--- config.mk ---
export PLATFORM = sky130hd
export DESIGN_NAME = spi_mem_ctrl_n
export DESIGN_NICKNAME = d
export VERILOG_FILES = /design/src/rtl/spi_mem_ctrl_n.sv
export SDC_FILE = /design/constraint.sdc
export NUM_CORES = 1
export LEC_CHECK = 0
export BUFFER_PORTS_ARGS = -buffer_cell sky130_fd_sc_hd__clkbuf_2
export CORE_UTILIZATION = 61
export DETAILED_ROUTE_END_ITERATION = 16
export GPL_TIMING_DRIVEN = 0
export HOLD_SLACK_MARGIN = 0.03
export PLACE_DENSITY = 0.84
export SLEW_MARGIN = 10
export SYNTH_ARGS = -nofsm -noshare
export SYNTH_HDL_FRONTEND = slang
export SYNTH_SLANG_ARGS = --single-unit
--- constraint.sdc ---
create_clock -name clk_in -period 3.5 [get_ports clk_in]
set_input_delay 0.35 -clock clk_in [delete_from_list [all_inputs] [get_ports clk_in]]
set_output_delay 0.35 -clock clk_in [all_outputs]
set_load 0.01 [all_outputs]
--- src/rtl/spi_mem_ctrl_n.sv ---
// SPI memory controller: issues 0x02 (write) / 0x03 (read) transactions to
// one of NUM_CS SPI devices in mode 0, two clk cycles per SPI bit.
module spi_mem_ctrl_n #(
  parameter int ADDR_W    = 16,
  parameter int MAX_BYTES = 2,
  parameter int NUM_CS    = 2,
  parameter int DESEL_CYC = 2
) (
  input  logic                   clk_in,
  input  logic                   reset_n_in,
  input  logic                   req_valid_in,
  output logic                   req_ready_out,
  input  logic                   req_wr_in,
  input  logic [1:0]             req_cs_sel_in,
  input  logic [ADDR_W-1:0]      req_addr_in,
  input  logic [1:0]             req_len_in,
  input  logic [8*MAX_BYTES-1:0] req_wdata_in,
  output logic [8*MAX_BYTES-1:0] rdata_out,
  output logic                   rdata_valid_out,
  output logic                   done_out,
  output logic                   err_out,
  output logic                   sclk_out,
  output logic                   mosi_out,
  input  logic                   miso_in,
  output logic [NUM_CS-1:0]      cs_n_out
);

  localparam int DATA_W = 8 * MAX_BYTES;
  // Command, address and data are shifted out of one register, MSB first.
  localparam int TX_W   = 8 + ADDR_W + DATA_W;
  // Bit counter must cover the longest segment: 24 address or 32 data bits.
  localparam int CNT_W  = 5;
  localparam int DSL_W  = $clog2(DESEL_CYC + 1);
  localparam logic [1:0] LEN_MAX  = 2'(MAX_BYTES - 1);
  localparam logic [2:0] NUM_CS_L = 3'(NUM_CS);

  typedef enum logic [2:0] {IDLE, CMD, ADDR, DATA, DESEL} state_t;

  state_t            state_reg, state_next;
  logic              phase_reg, phase_next;   // 0 = phase A (sclk low), 1 = phase B
  logic [CNT_W-1:0]  cnt_reg, cnt_next;       // bits left in the current segment
  logic [TX_W-1:0]   tx_reg, tx_next;
  logic [DATA_W-1:0] rx_reg, rx_next;
  logic [DATA_W-1:0] rdata_reg, rdata_next;
  logic              wr_reg, wr_next;
  logic [1:0]        sel_reg, sel_next;
  logic [1:0]        len_reg, len_next;
  logic              bad_reg, bad_next;       // illegal chip select accepted
  logic [DSL_W-1:0]  desel_reg, desel_next;
  logic              done_reg, done_next;
  logic              err_reg, err_next;
  logic              rvalid_reg, rvalid_next;

  logic [DATA_W-1:0] wdata_rev;
  logic [1:0]        len_eff;
  logic              sel_bad;
  logic              active;
  logic [4:0]        rx_idx;

  // Byte 0 goes out first, so place it at the top of the data field.
  genvar gi;
  generate
    for (gi = 0; gi < MAX_BYTES; gi++) begin : g_wrev
      assign wdata_rev[8*(MAX_BYTES-1-gi) +: 8] = req_wdata_in[8*gi +: 8];
    end
    for (gi = 0; gi < NUM_CS; gi++) begin : g_cs
      assign cs_n_out[gi] = ~(active && (sel_reg == 2'(gi)));
    end
  endgenerate

  assign len_eff = (req_len_in > LEN_MAX) ? LEN_MAX : req_len_in;
  assign sel_bad = ({1'b0, req_cs_sel_in} >= NUM_CS_L);
  assign active  = (state_reg == CMD) || (state_reg == ADDR) || (state_reg == DATA);
  // Data bits arrive MSB first per byte; byte k of the read lands at rdata[8k+:8].
  assign rx_idx  = {len_reg - cnt_reg[4:3], cnt_reg[2:0]};

  assign req_ready_out   = (state_reg == IDLE);
  assign sclk_out        = active && phase_reg;
  assign mosi_out        = ((state_reg == CMD) || (state_reg == ADDR) ||
                            ((state_reg == DATA) && wr_reg)) ? tx_reg[TX_W-1] : 1'b0;
  assign rdata_out       = rdata_reg;
  assign rdata_valid_out = rvalid_reg;
  assign done_out        = done_reg;
  assign err_out         = err_reg;

  // Next-state and datapath decisions for the transaction sequencer.
  always_comb begin
    state_next  = state_reg;
    phase_next  = phase_reg;
    cnt_next    = cnt_reg;
    tx_next     = tx_reg;
    rx_next     = rx_reg;
    rdata_next  = rdata_reg;
    wr_next     = wr_reg;
    sel_next    = sel_reg;
    len_next    = len_reg;
    bad_next    = bad_reg;
    desel_next  = desel_reg;
    done_next   = 1'b0;
    err_next    = 1'b0;
    rvalid_next = 1'b0;
    case (state_reg)
      IDLE: begin
        if (req_valid_in) begin
          wr_next    = req_wr_in;
          sel_next   = req_cs_sel_in;
          len_next   = len_eff;
          rx_next    = '0;
          tx_next    = {(req_wr_in ? 8'h02 : 8'h03), req_addr_in, wdata_rev};
          cnt_next   = 5'd7;
          phase_next = 1'b0;
          if (sel_bad) begin
            // No SPI activity; DESEL spends one cycle reporting the error.
            state_next = DESEL;
            bad_next   = 1'b1;
          end else begin
            state_next = CMD;
          end
        end
      end
      CMD, ADDR, DATA: begin
        if (!phase_reg) begin
          phase_next = 1'b1;
        end else begin
          phase_next = 1'b0;
          tx_next    = {tx_reg[TX_W-2:0], 1'b0};
          if ((state_reg == DATA) && !wr_reg) begin
            for (int i = 0; i < DATA_W; i++) begin
              if (i == int'(rx_idx)) rx_next[i] = miso_in;
            end
          end
          if (cnt_reg != '0) begin
            cnt_next = cnt_reg - 5'd1;
          end else begin
            case (state_reg)
              CMD: begin
                state_next = ADDR;
                cnt_next   = 5'(ADDR_W - 1);
              end
              ADDR: begin
                state_next = DATA;
                cnt_next   = {len_reg, 3'b111};
              end
              default: begin
                state_next = DESEL;
                desel_next = DSL_W'(DESEL_CYC - 1);
                done_next  = 1'b1;
                if (!wr_reg) begin
                  rvalid_next = 1'b1;
                  rdata_next  = rx_next;
                end
              end
            endcase
          end
        end
      end
      DESEL: begin
        if (bad_reg) begin
          done_next  = 1'b1;
          err_next   = 1'b1;
          bad_next   = 1'b0;
          state_next = IDLE;
        end else if (desel_reg == '0) begin
          state_next = IDLE;
        end else begin
          desel_next = desel_reg - DSL_W'(1);
        end
      end
      default: state_next = IDLE;
    endcase
  end

  // State and datapath registers; reset aborts any transaction in flight.
  always_ff @(posedge clk_in) begin
    if (!reset_n_in) begin
      state_reg  <= IDLE;
      phase_reg  <= 1'b0;
      cnt_reg    <= '0;
      tx_reg     <= '0;
      rx_reg     <= '0;
      rdata_reg  <= '0;
      wr_reg     <= 1'b0;
      sel_reg    <= '0;
      len_reg    <= '0;
      bad_reg    <= 1'b0;
      desel_reg  <= '0;
      done_reg   <= 1'b0;
      err_reg    <= 1'b0;
      rvalid_reg <= 1'b0;
    end else begin
      state_reg  <= state_next;
      phase_reg  <= phase_next;
      cnt_reg    <= cnt_next;
      tx_reg     <= tx_next;
      rx_reg     <= rx_next;
      rdata_reg  <= rdata_next;
      wr_reg     <= wr_next;
      sel_reg    <= sel_next;
      len_reg    <= len_next;
      bad_reg    <= bad_next;
      desel_reg  <= desel_next;
      done_reg   <= done_next;
      err_reg    <= err_next;
      rvalid_reg <= rvalid_next;
    end
  end

endmodule

* Word-level counts from Yosys, hierarchy flattened
Cells that the tools add are included.
Storage, ports and cells: output and inout port bits 24, logic and storage cells 142, register bits after elaboration 92, bits of input ports 41
Cells by class: multiplexer cells 57, $add $sub $neg 3, bitwise gates (word level) 8, reduce and logical (&&, ||, !) cells 29, magnitude comparators 2, eq/ne operators 29
Operators with widths (number):
- $mux W40 | 2
- $pmux W40 S2 | 1
- $mux W16 | 3
- $eq A5 B5 Y1 const A | 8
- $pmux W16 S2 | 1
- $mux W1 | 27
- $eq A4 B5 Y1 const A | 4
- $pmux W5 S2 | 2
- $mux W3 | 6
- $mux W5 | 3
- $mux W2 | 6
- $ne A2 B2 Y1 const B | 6
- $eq A3 B5 Y1 const A | 2
- $pmux W3 S3 | 1
- $not A1 Y1 | 8
- $reduce_and A4 Y1 | 2
- $eq A3 B2 Y1 const B | 2
- $pmux W1 S2 | 3
- $pmux W3 S2 | 1
- $reduce_and A2 Y1 | 3
- $reduce_and A3 Y1 | 2
- $reduce_and A6 Y1 | 1
- $reduce_bool A2 Y1 | 3
- $reduce_or A6 Y1 | 1
- other kinds (23) | 30

* Logic depth before layout (Yosys ltp)
Gate-level depths: netlist of run 1.
depth after elaboration 6, depth in mapped cells 8, gate-level depth less buffers 6

* Worst setup path before layout of run 1
No wires, ideal clock.
kind reg2reg, start register cnt_reg[0], end register rdata_reg[12], in the netlist rdata_out[12], setup slack 1.605 ns, cell stages (with the launch flop) 9, arrival 1.779 ns, required time 3.384 ns, period minus slack after synthesis 1.895 ns, buffers on the path 2, library setup time 0.116 ns, path through dfxtp_1 inv_1 ha_1 or4b_1 buf_2 or3_1 buf_2 nand2_1 a21boi_1
On the way: cells in the longest elaborated chain, start to end 3, elaborated cells between the ends (all ways) 6, classes of those cells 1 x eq/ne; 2 x mux; 1 x bitwise; 2 x reduce/logical
RTL lines:
- start: declaration | RTL line 41 | logic [CNT_W-1:0] cnt_reg, cnt_next;
- start signal: assignment | RTL line 193 | cnt_reg <= cnt_next;
- $eq A5 B5 Y1 or $reduce_bool A5 Y1 (tied branches) | RTL line 129, 132
- $mux W1 or $not A1 Y1 (tied branches)
- $mux W16 or $reduce_and A5 Y1 (tied branches)
- end signal: assignment | RTL line 196 | rdata_reg <= rdata_next;
- end: declaration | RTL line 44 | logic [DATA_W-1:0] rdata_reg, rdata_next;
Parallel ways exist; a longest one is shown, timed or not. A chain may end at the register's enable or synchronous reset.

* Worst setup path in the final report of run 1
start register state_reg[1], end output port cs_n_out[0]
On the way: cells in the longest elaborated chain, start to end 5, elaborated cells between the ends (all ways) 7, classes of those cells 3 x eq/ne; 1 x bitwise; 3 x reduce/logical
RTL lines:
- start: declaration | RTL line 39 | state_t state_reg, state_next;
- start signal: assignment | RTL line 191 | state_reg <= state_next;
- $eq A3 B1 Y1 or $eq A3 B2 Y1 (tied branches) | RTL line 73 | assign active = (state_reg == CMD) || (state_reg == ADDR) || (state_reg == DATA);
- $logic_or A1 B1 Y1 | RTL line 73
- $logic_or A1 B1 Y1 (*) | RTL line 73
- $logic_and A1 B1 Y1 (*) | RTL line 67 | assign cs_n_out[gi] = ~(active && (sel_reg == 2'(gi)));
- $not A1 Y1 (*) | RTL line 67
- end: declaration | RTL line 25 | output logic [NUM_CS-1:0] cs_n_out
Every way passes the cells marked *; elsewhere a longest branch is shown, timed or not.

==> impl_results.md, run 1 <==
- Max clock buf depth: 2
- DP HPWL: 7690 um
- Post-synth top area cell: dfxtp_1
- Ys Warns: 0
- Min Hold Slack: 0.218 ns
- Util after Layout: 0.737
- Total number of H-tree levels: 3
- DRC violations left: 0
- Setup TNS: 0 ns
- Critical path class: reg -> out
- Hold path startpoint: req_cs_sel_in[0]
- Peak Freq: 410 MHz
- Setup Skew: 0.00705 ns
- Area occupied by multi-input gates: 0.00230 mm^2
- Site Rows: 30
- Startpoint types: register
- Status: finished, final reports clean
- Global-route wire length before repair: 17400 um
- Vias per Instance: 5.94
- Seq/Total Area, Yosys: 0.416
- Hold-fix buffers, CTS: 0
- Synth Net Count: 568
- Hold-critical path depth: 3
- Crit path largest cell delay: 0.45 ns
- Largest net degree at the start of global routing: 16
- Buf+Inv Stages, Crit Path: 3
- Full die area: 0.00760 mm^2
- Syn-to-layout area delta: 15.0%
- Worst-path cell chain: buf_2 > o21bai_2 > clkbuf_1 > or3_1 > clkbuf_2
- DR pass1 iterations: 5
- Max-cap viol count: 0
- CTS tree: yes
- FF/Latch Area: 0.00184 mm^2
- Grt ovf: 0
- Initial antenna violation count: 0
- Crit path time final: 2.44 ns
- Synthesized area: 0.00442 mm^2
- Post-synth top flop: dfxtp_1
- Syn Inst Count: 520
- RePlAce Congestion: 0.974
- Lkg Pwr: 2.35 nW
- Top post-synthesis cells by count: nand2_1, dfxtp_1, nand3_1, o211a_1, clkbuf_1
- FILL cells: 599
- Slew @ Worst Pin: 0.648 ns
- Total core area: 0.00691 mm^2
- R2R depth: 6
- Setup Fix Bufs, Post-CTS: 0
- Clock transition at the registers of the reported paths: 0.08 ns
- I/O pins: 65
- Total number of vias: 4133
- EDFF count, synth: 0
- Total GRT Usage: 0.295
- Pwr/cell area: 450 mW/mm^2
- Worst EP required: 3.15 ns
- Post-synthesis cell type count: 57
- Ant. Diodes: 0
- Antenna-violating nets left: 0
- DRT iter0 DRCs: 201
- Final hold violations: 0
- Chip Height: 87.2 um
- Clock Tree Root: clkbuf_8
- Layout cell share with drive strength beyond 1: 0.188
- Final wirelength: 10800 um
- Total CTS buffers: 9
- Post-Place Cells: 680
- Worst path slowest cell: clkbuf_1
- VDD IR max: 0.424 mV
- Vias in the first global route: 3786
- Worst Hold Class: in -> reg
- Ys async rst share: 0
- Crit share post-route: 0.697
- Final Max Tran Viols: 0
- Wire length per cell: 15.5 um
- R2R setup slack: 1.24 ns
- Crit-path max FO: 10
- Post-synthesis register bit count: 92
- Ranking of synthesized cells by area: dfxtp_1, nand2_1, o211a_1
- Resize count post-CTS: 0
- Crit Reg-Reg Startpoint: cnt_reg[0]
- Worst Hold End: sel_reg[0]
- Most common cell in the netlist: nand2_1
- RSZ-0062 raised after global routing: false
- Critical path arrival: 2.09 ns
- Initial Util: 0.641
- Clk Latency, worst-skew pair: 0.36 ns
- Share of Yosys cell area claimed by the top area cell type: 0.416
- Nets@finish: 643
- Die X: 87.2 um
- CTS sink count: 92
- Largest register FFs: 40
- Input/output buffers: 64
- Finished Layout Cells: 696
- Worst r2r dst: rdata_out[9]
- Synthesized area per cell: 8.51 um^2
- CP top delay family: buffers and inverters
- CP endpoint kind: output pin
- Slew Limit Headroom: 0.567
- Final Setup Violations: 0
## kinds of logic after synthesis
kind of cell / share of synthesized area
AO/OA/AOI/OAI: 0.222
XOR/XNOR: 0.00707
adder cells (fa/ha/maj): 0.0198
buffers and inverters: 0.0628
flip-flops: 0.416
multiplexers: 0.0136
AND/OR/NAND/NOR: 0.259
## worst reg2reg max path, cell delays in order (launching register included)
cell,delay (ns)
dfxtp_1,0.39
inv_1,0.13
ha_1,0.26
nor4b_2,0.58
nand2_1,0.14
nor3_2,0.48
a21oi_1,0.15
## power breakdown
| group | total [mW] | internal (mW) | switching (mW) |
|---|---|---|---|
| Sequential | 1.14 | 1.10 | 0.0354 |
| Combinational | 0.360 | 0.143 | 0.217 |
| Clock | 0.794 | 0.420 | 0.374 |
| Total | 2.29 | 1.67 | 0.627 |
## worst max-delay path by stage
stage                 start             to  depth (start not counted)
5_1_grt        state_reg[1]    cs_n_out[1]                          6
3_5_place_dp     cnt_reg[0]   rdata_out[9]                          8
4_1_cts        state_reg[1]    cs_n_out[0]                          5
3_3_place_gp     cnt_reg[0]   rdata_out[8]                          6
6_report       state_reg[1]    cs_n_out[0]                          5
2_1_floorplan    cnt_reg[0]  rdata_out[12]                          8
## through the flow
step                      power, mW  cell area (um^2)  setup slack [ns]
after floorplan                1.41              4420              1.60
after global placement         1.50              4860              1.37
after detailed placement       1.51              4860              1.30
after CTS                      2.30              5090              1.06
after global routing           2.39              5090             0.961
final                          2.29              5090              1.06
## placed cells by master, fill, tap and decap left out, drive strengths merged, types with 2 or more instances in the layout
| master | count |
|---|---|
| o21ai | 19 |
| o22ai | 5 |
| a22oi | 12 |
| bufinv | 2 |
| o221a | 2 |
| nand2 | 97 |
| nor3 | 7 |
| a22o | 5 |
| or3 | 7 |
| nor2b | 13 |
| buf | 21 |
| inv | 18 |
| a32oi | 2 |
| clkinvlp | 3 |
| nor2 | 9 |
| o311a | 2 |
| and2 | 2 |
| o211ai | 7 |
| o211a | 35 |
| or3b | 2 |
| dfxtp | 92 |
| a32o | 4 |
| clkbuf | 98 |
| a31oi | 4 |
| or4b | 2 |
| mux2i | 6 |
| ha | 7 |
| and3 | 7 |
| a21oi | 7 |
| nand4b | 3 |
| a21boi | 14 |
| nand4 | 20 |
| nand3 | 50 |
## final cells by class
| cell class | count | area share |
|---|---|---|
| repair buffers | 64 | 0.0629 |
| clock inverters | 6 | 0.0172 |
| well taps | 96 | 0.0236 |
| plain buffers | 45 | 0.0413 |
| flip-flops and latches | 92 | 0.362 |
| clock buffers | 10 | 0.0270 |
| multi-input cells | 365 | 0.453 |
| inverters | 18 | 0.0133 |
## metal layers
layer / GRT usage / wire [um] / up-vias
met4: 0.137 / 289 / 0
met1: 0.362 / 4560 / 1919
li1: - / - / 2025
met2: 0.503 / 5280 / 158
met5: 0 / 0 / -
met3: 0.0540 / 640 / 31
Note: power is estimated with default switching activity, not from simulation.
==> inputs of run 2 (changes only) <==
Settings changed: CORE_UTILIZATION 61 to 57, PLACE_DENSITY 0.84 to 0.8.
Clock period 3.5 ns to 2.3 ns, I/O delays scaled along.
==> run 2 against run 1 <==
Against the previous run: routed wire length is 0.57% lower; first-iteration DRC count is 23% higher; clock power is 44% higher; highest routed layer unchanged; sequential power is 52% higher; sequential share of layout area is 0.19 points lower; final area is 0.52% higher.
==> impl_results.md, run 2 (synthesis gave the netlist of run 1 again) <==
- Status: finished, final reports clean (unchanged)
- Hold-critical path depth: 3 (unchanged)
- Die X: 90.1 um (was 87.2 um)
- Crit path time final: 2.15 ns
- Grt ovf: 0 (unchanged)
- Worst EP required: 2.07 ns (was 3.15 ns)
- DR pass1 iterations: 5 (unchanged)
- Lkg Pwr: 2.36 nW (was 2.35 nW)
- Chip Height: 90.1 um (was 87.2 um)
- FILL cells: 633 (was 599)
- Slew Limit Headroom: 0.596 (was 0.567)
- Wire length per cell: 15.3 um (was 15.5 um)
- Critical path arrival: 1.92 ns (was 2.09 ns)
- I/O pins: 65 (unchanged)
- Area occupied by multi-input gates: 0.00233 mm^2 (was 0.00230 mm^2)
- DRT iter0 DRCs: 247 (was 201)
- Commonest cells after routing, fill and taps aside: nand2_1, dfxtp_1, clkbuf_2 (unchanged)
- Ant. Diodes: 0 (unchanged)
- Total number of vias: 4117 (was 4133)
- Total CTS buffers: 9 (unchanged)
- Worst Hold Class: in -> reg (unchanged)
- Startpoint types: register (unchanged)
- Final wirelength: 10700 um (was 10800 um)
- Total GRT Usage: 0.274 (was 0.295)
- FF/Latch Area: 0.00184 mm^2 (unchanged)
- Total core area: 0.00737 mm^2 (was 0.00691 mm^2)
- Clock transition at the registers of the reported paths: 0.09 ns (was 0.08 ns)
- Full die area: 0.00812 mm^2 (was 0.00760 mm^2)
- Final Setup Violations: 0 (unchanged)
- Site Rows: 31 (was 30)
- Largest register FFs: 40 (unchanged)
- Clk Latency, worst-skew pair: 0.37 ns (was 0.36 ns)
- Clock Tree Root: clkbuf_8 (unchanged)
- Hold-fix buffers, CTS: 0 (unchanged)
- Max-cap viol count: 0 (unchanged)
- Syn-to-layout area delta: 15.6% (was 15.0%)
- DP HPWL: 7670 um (was 7690 um)
- Setup Skew: 0.00979 ns (was 0.00705 ns)
- Top sig layer: met4 (unchanged)
- R2R depth: 8 (was 6)
- Crit Reg-Reg Startpoint: cnt_reg[0] (unchanged)
- DR WL met2: 5120 um (was 5280 um)
- Hold path startpoint: req_cs_sel_in[0] (unchanged)
- Setup TNS: 0 ns (unchanged)
- Final Max Tran Viols: 0 (unchanged)
- Initial antenna violation count: 0 (unchanged)
- RePlAce Congestion: 0.946 (was 0.974)
- Vias in the first global route: 3933 (was 3786)
- RSZ-0062 raised after global routing: false (unchanged)
- Initial Util: 0.600 (was 0.641)
- Area post-placement: 0.00487 mm^2 (was 0.00486 mm^2)
- Largest net degree at the start of global routing: 17 (was 16)
- CTS tree: yes (unchanged)
- Met3 wire length: 577 um (was 640 um)
- Antenna-violating nets left: 0 (unchanged)
- Input/output buffers: 64 (unchanged)
- Worst r2r dst: rdata_out[10] (was rdata_out[9])
- Worst Hold End: sel_reg[0] (unchanged)
- Peak Freq: 464 MHz
- DRC violations left: 0 (unchanged)
- Vias per Instance: 5.89 (was 5.94)
- Layout cell share with drive strength beyond 1: 0.193 (was 0.188)
- R2R setup slack: 0.15 ns (was 1.24 ns)
- Nets@finish: 643 (unchanged)
- Final hold violations: 0 (unchanged)
- Final instance area: 0.00512 mm^2 (was 0.00509 mm^2)
- Commonest non-fill, non-tap cell in the layout: nand2_1 (unchanged)
- M1 wire length: 4610 um (was 4560 um)
- VDD IR max: 0.461 mV (was 0.424 mV)
- Slew @ Worst Pin: 0.603 ns (was 0.648 ns)
- Crit-path max FO: 10 (unchanged)
- CTS sink count: 92 (unchanged)
- Pwr/cell area: 671 mW/mm^2 (was 450 mW/mm^2)
- Total number of H-tree levels: 3 (unchanged)
- Max clock buf depth: 2 (unchanged)
- Util after Layout: 0.694 (was 0.737)
- CP endpoint kind: output pin (unchanged)
- Global-route wire length before repair: 18200 um (was 17400 um)
- Critical path class: reg -> out (unchanged)
- Crit share post-route: 0.936
## run 2: report_power, final
part / internal [mW] / leakage, nW / switching, mW
Sequential: 1.68 / 0.751 / 0.0534
Clock: 0.542 / 0.0995 / 0.601
Combinational: 0.226 / 1.51 / 0.334
## run 2: worst max-delay path, cell delays in order, from the launching register on
cell and delay, ns:
dfxtp_1 0.44, clkbuf_4 0.26, o21bai_4 0.15, clkbuf_2 0.24, or3_1 0.34, clkbuf_2 0.13
## run 2: per-stage QoR
stage / power, mW / setup WS, ns / instances / hold slack [ns]
detailed placement: 2.30 / 0.0982 / 683 / 0.443
global route: 3.58 / 0.0177 / 699 / 0.119
finish: 3.43 / 0.146 / 699 / 0.0945
global placement: 2.28 / 0.157 / 683 / 0.437
CTS: 3.43 / 0.0477 / 699 / 0.0984
floorplan: 2.14 / 0.405 / 520 / 0.375
## run 2: cell type report
| type | instances | area share |
|---|---|---|
| Clock inverter | 6 | 0.0139 |
| Tap cell | 99 | 0.0242 |
| Multi-Input combinational cell | 365 | 0.456 |
| Sequential cell | 92 | 0.360 |
| Inverter | 18 | 0.0132 |
| Timing Repair Buffer | 65 | 0.0641 |
| Buffer | 44 | 0.0416 |
| Clock buffer | 10 | 0.0269 |
## run 2: worst max path at each step
stage / cells after the start / slack [ns] / startpoint / to
2_1_floorplan: 8 / 0.40 / cnt_reg[0] / rdata_out[12]
3_3_place_gp: 6 / 0.16 / cnt_reg[0] / rdata_out[2]
3_5_place_dp: 6 / 0.1 / cnt_reg[0] / rdata_out[8]
4_1_cts: 5 / 0.05 / state_reg[1] / cs_n_out[0]
5_1_grt: 8 / 0.02 / cnt_reg[0] / rdata_out[10]
6_report: 5 / 0.15 / state_reg[1] / cs_n_out[0]
## run 2: what timing repair did
| action | 4_1_cts | 5_1_grt |
|---|---|---|
| buffers inserted | 0 | 1 |
| pin swaps | 0 | 1 |
| gates resized for setup | 1 | 6 |
| setup endpoints to repair | 2 | 16 |
## run 2: per-layer routing
layer	GRT usage	vias to the layer above
met5	0	-
met4	0.130	0
met3	0.0525	36
met2	0.469	138
met1	0.329	1920
li1	-	2023
==> inputs of run 3 (changes only) <==
Settings changed: ABC_AREA from default to 1.
==> run 3 against run 2 <==
Against the previous run: first-iteration DRC count fell by 3.2%; via count rose by 6.8%; total power rose by 63%; die area fell by 0.66%; global-route usage fell by 1.3 points; clock-buffer cell count fell by 1; largest cell class unchanged.
==> impl_results.md, run 3 <==
- Status: finished, final reports clean (unchanged)
- Setup Fix Bufs, Post-CTS: 0 (unchanged)
- Total GRT Usage: 0.261 (was 0.274)
- Worst-path cell chain: nor2_1 > nor2_2 > buf_2 > buf_2 > o211a_1 > clkbuf_2 (was clkbuf_4 > o21bai_4 > clkbuf_2 > or3_1 > clkbuf_2)
- DRT iter0 DRCs: 239 (was 247)
- Final Setup Violations: 0 (unchanged)
- Slew Limit Headroom: 0.635 (was 0.596)
- Initial Util: 0.596 (was 0.600)
- Syn Inst Count: 649 (was 520)
- Crit path time final: 2.15 ns (about the same)
- Share of Yosys cell area claimed by the top area cell type: 0.419 (was 0.416)
- DR pass1 iterations: 5 (unchanged)
- Ant. Diodes: 0 (unchanged)
- Synth Net Count: 697 (was 568)
- Input/output buffers: 63 (was 64)
- Post-synth top area cell: dfxtp_1 (unchanged)
- Setup Skew: 0.0116 ns (was 0.00979 ns)
- Crit Reg-Reg Startpoint: cnt_reg[0] (unchanged)
- Slew @ Worst Pin: 0.548 ns (was 0.603 ns)
- Most common cell on crit path: buf_2 (was clkbuf_2)
- I/O pins: 65 (unchanged)
- Post-synthesis register bit count: 92 (unchanged)
- Total number of H-tree levels: 3 (unchanged)
- Global-route wire length before repair: 17400 um (was 18200 um)
- Vias per Instance: 5.32 (was 5.89)
- Commonest non-fill, non-tap cell in the layout: nand2_1 (unchanged)
- RSZ-0062 raised after global routing: false (unchanged)
- Synthesized area per cell: 6.77 um^2 (was 8.51 um^2)
- Util after Layout: 0.680 (was 0.694)
- Syn-to-layout area delta: 14.0% (was 15.6%)
- Lkg Pwr: 2.19 nW (was 2.36 nW)
- Worst Hold End: tx_reg[25] (was sel_reg[0])
- Layout cell share with drive strength beyond 1: 0.152 (was 0.193)
- Post-synthesis cell type count: 31 (was 57)
- Vias in the first global route: 3930 (was 3933)
- DRC violations left: 0 (unchanged)
- Pwr/cell area: 1120 mW/mm^2 (was 671 mW/mm^2)
- Crit-path max FO: 10 (unchanged)
- Critical path class: reg -> out (unchanged)
- CTS tree: yes (unchanged)
- Die X: 89.8 um (was 90.1 um)
- Total core area: 0.00737 mm^2 (unchanged)
- Worst EP required: 2.07 ns (about the same)
- Top post-synthesis cells by count: nand2_1, dfxtp_1, inv_1, nand3_1, a21oi_1 (was nand2_1, dfxtp_1, nand3_1, o211a_1, clkbuf_1)
- Worst r2r dst: rdata_out[11] (was rdata_out[10])
- Peak Freq: 464 MHz (about the same)
- Hold-critical path depth: 3 (unchanged)
- Ys Warns: 0 (unchanged)
- Max-cap viol count: 0 (unchanged)
- R2R setup slack: 0.27 ns (was 0.15 ns)
- Clock Tree Root: clkbuf_8 (unchanged)
- RePlAce Congestion: 0.900 (was 0.946)
- Max clock buf depth: 2 (unchanged)
- R2R depth: 8 (unchanged)
- Largest net degree at the start of global routing: 17 (unchanged)
- Post-synth top flop: dfxtp_1 (unchanged)
- Setup TNS: 0 ns (unchanged)
- Antenna-violating nets left: 0 (unchanged)
- Chip Height: 89.8 um (was 90.1 um)
- Crit share post-route: 0.937 (was 0.936)
- VDD IR max: 0.674 mV (was 0.461 mV)
- Critical path arrival: 1.92 ns (about the same)
- Final wirelength: 10200 um (was 10700 um)
- Wire length per cell: 12.3 um (was 15.3 um)
- Startpoint types: register (unchanged)
- Clk Latency, worst-skew pair: 0.37 ns (about the same)
- Total number of vias: 4398 (was 4117)
- Worst Hold Class: in -> reg (unchanged)
- DP HPWL: 7440 um (was 7670 um)
- Site Rows: 31 (unchanged)
- Hold path startpoint: req_addr_in[9] (was req_cs_sel_in[0])
- EDFF count, synth: 0 (unchanged)
- CP endpoint kind: output pin (unchanged)
- Seq/Total Area, Yosys: 0.419 (was 0.416)
- Initial antenna violation count: 0 (unchanged)
- CTS sink count: 92 (unchanged)
- Ranking of synthesized cells by area: dfxtp_1, nand2_1, nand3_1 (was dfxtp_1, nand2_1, o211a_1)
- Largest register FFs: 40 (unchanged)
- Resize count post-CTS: 0 (was 1)
- Commonest cells after routing, fill and taps aside: nand2_1, dfxtp_1, clkbuf_2 (unchanged)
- Clock transition at the registers of the reported paths: 0.10 ns (was 0.09 ns)
- Final hold violations: 0 (unchanged)
- Hold-fix buffers, CTS: 0 (unchanged)
- Full die area: 0.00806 mm^2 (was 0.00812 mm^2)
- Worst path slowest cell: dfxtp_1 (unchanged)
- Nets@finish: 771 (was 643)
- Total CTS buffers: 9 (unchanged)
- Crit path largest cell delay: 0.46 ns (was 0.44 ns)
- Synthesized area: 0.00439 mm^2 (was 0.00442 mm^2)
- Grt ovf: 0 (unchanged)
- Ys async rst share: 0 (unchanged)
- Most common cell in the netlist: nand2_1 (unchanged)
- Final Max Tran Viols: 0 (unchanged)
==> run 3: worst max-delay path: cells and delay by family (launching register included) <==
family	cells	cell delay [ns]
DFF	1	0.46
AOI/OAI and AO/OA	1	0.20
and+or+nand+nor	2	0.27
buffers and inverters	3	0.62
==> run 3: power breakdown <==
part / internal, mW / switching [mW]
sequential: 1.93 / 0.223
clock: 0.396 / 0.601
combinational: 0.793 / 1.66
==> run 3: layer usage <==
layer	routed length [um]	vias up	track usage
met5	0	-	0
met4	221	0	0.107
met3	568	20	0.0398
met2	4890	138	0.453
met1	4510	1981	0.324
li1	-	2259	-
==> run 3: per-stage QoR <==
stage	worst slack (ns)	cells	total power [mW]	area (um^2)	hold slack [ns]
2_1_floorplan	0.755	649	3.99	4390	0.390
4_1_cts	0.172	827	5.59	5010	0.102
5_1_grt	0.0463	827	6.06	5010	0.108
3_5_place_dp	0.285	811	4.61	4830	0.451
6_report	0.145	827	5.61	5010	0.0993
3_3_place_gp	0.367	811	4.54	4830	0.449
==> run 3: area by class of cell <==
| class | count | area, um^2 |
|---|---|---|
| plain buffers | 36 | 189 |
| flip-flops and latches | 92 | 1840 |
| well taps | 99 | 124 |
| clock buffers | 9 | 124 |
| fillers | 680 | 2360 |
| multi-input cells | 458 | 2120 |
| repair buffers | 63 | 315 |
| clock inverters | 7 | 51.3 |
| inverters | 63 | 239 |
==> run 3: how the worst max path moves through the flow <==
stage,from,endpoint,slack [ns],cells after the start
detailed placement,cnt_reg[0],rdata_out[11],0.29,8
CTS,state_reg[1],mosi_out,0.17,6
finish,state_reg[1],mosi_out,0.15,6
global route,state_reg[1],sclk_out,0.05,6
floorplan,cnt_reg[0],rdata_out[10],0.76,8
global placement,cnt_reg[0],rdata_out[11],0.37,8
==> run 3: cell families after synthesis <==
logic type	Yosys count	synth area share
simple gates	320	0.301
compound gates	129	0.159
buf+inv	99	0.0974
flops	92	0.419
fa+ha+maj	7	0.0199
xor+xnor	2	0.00399
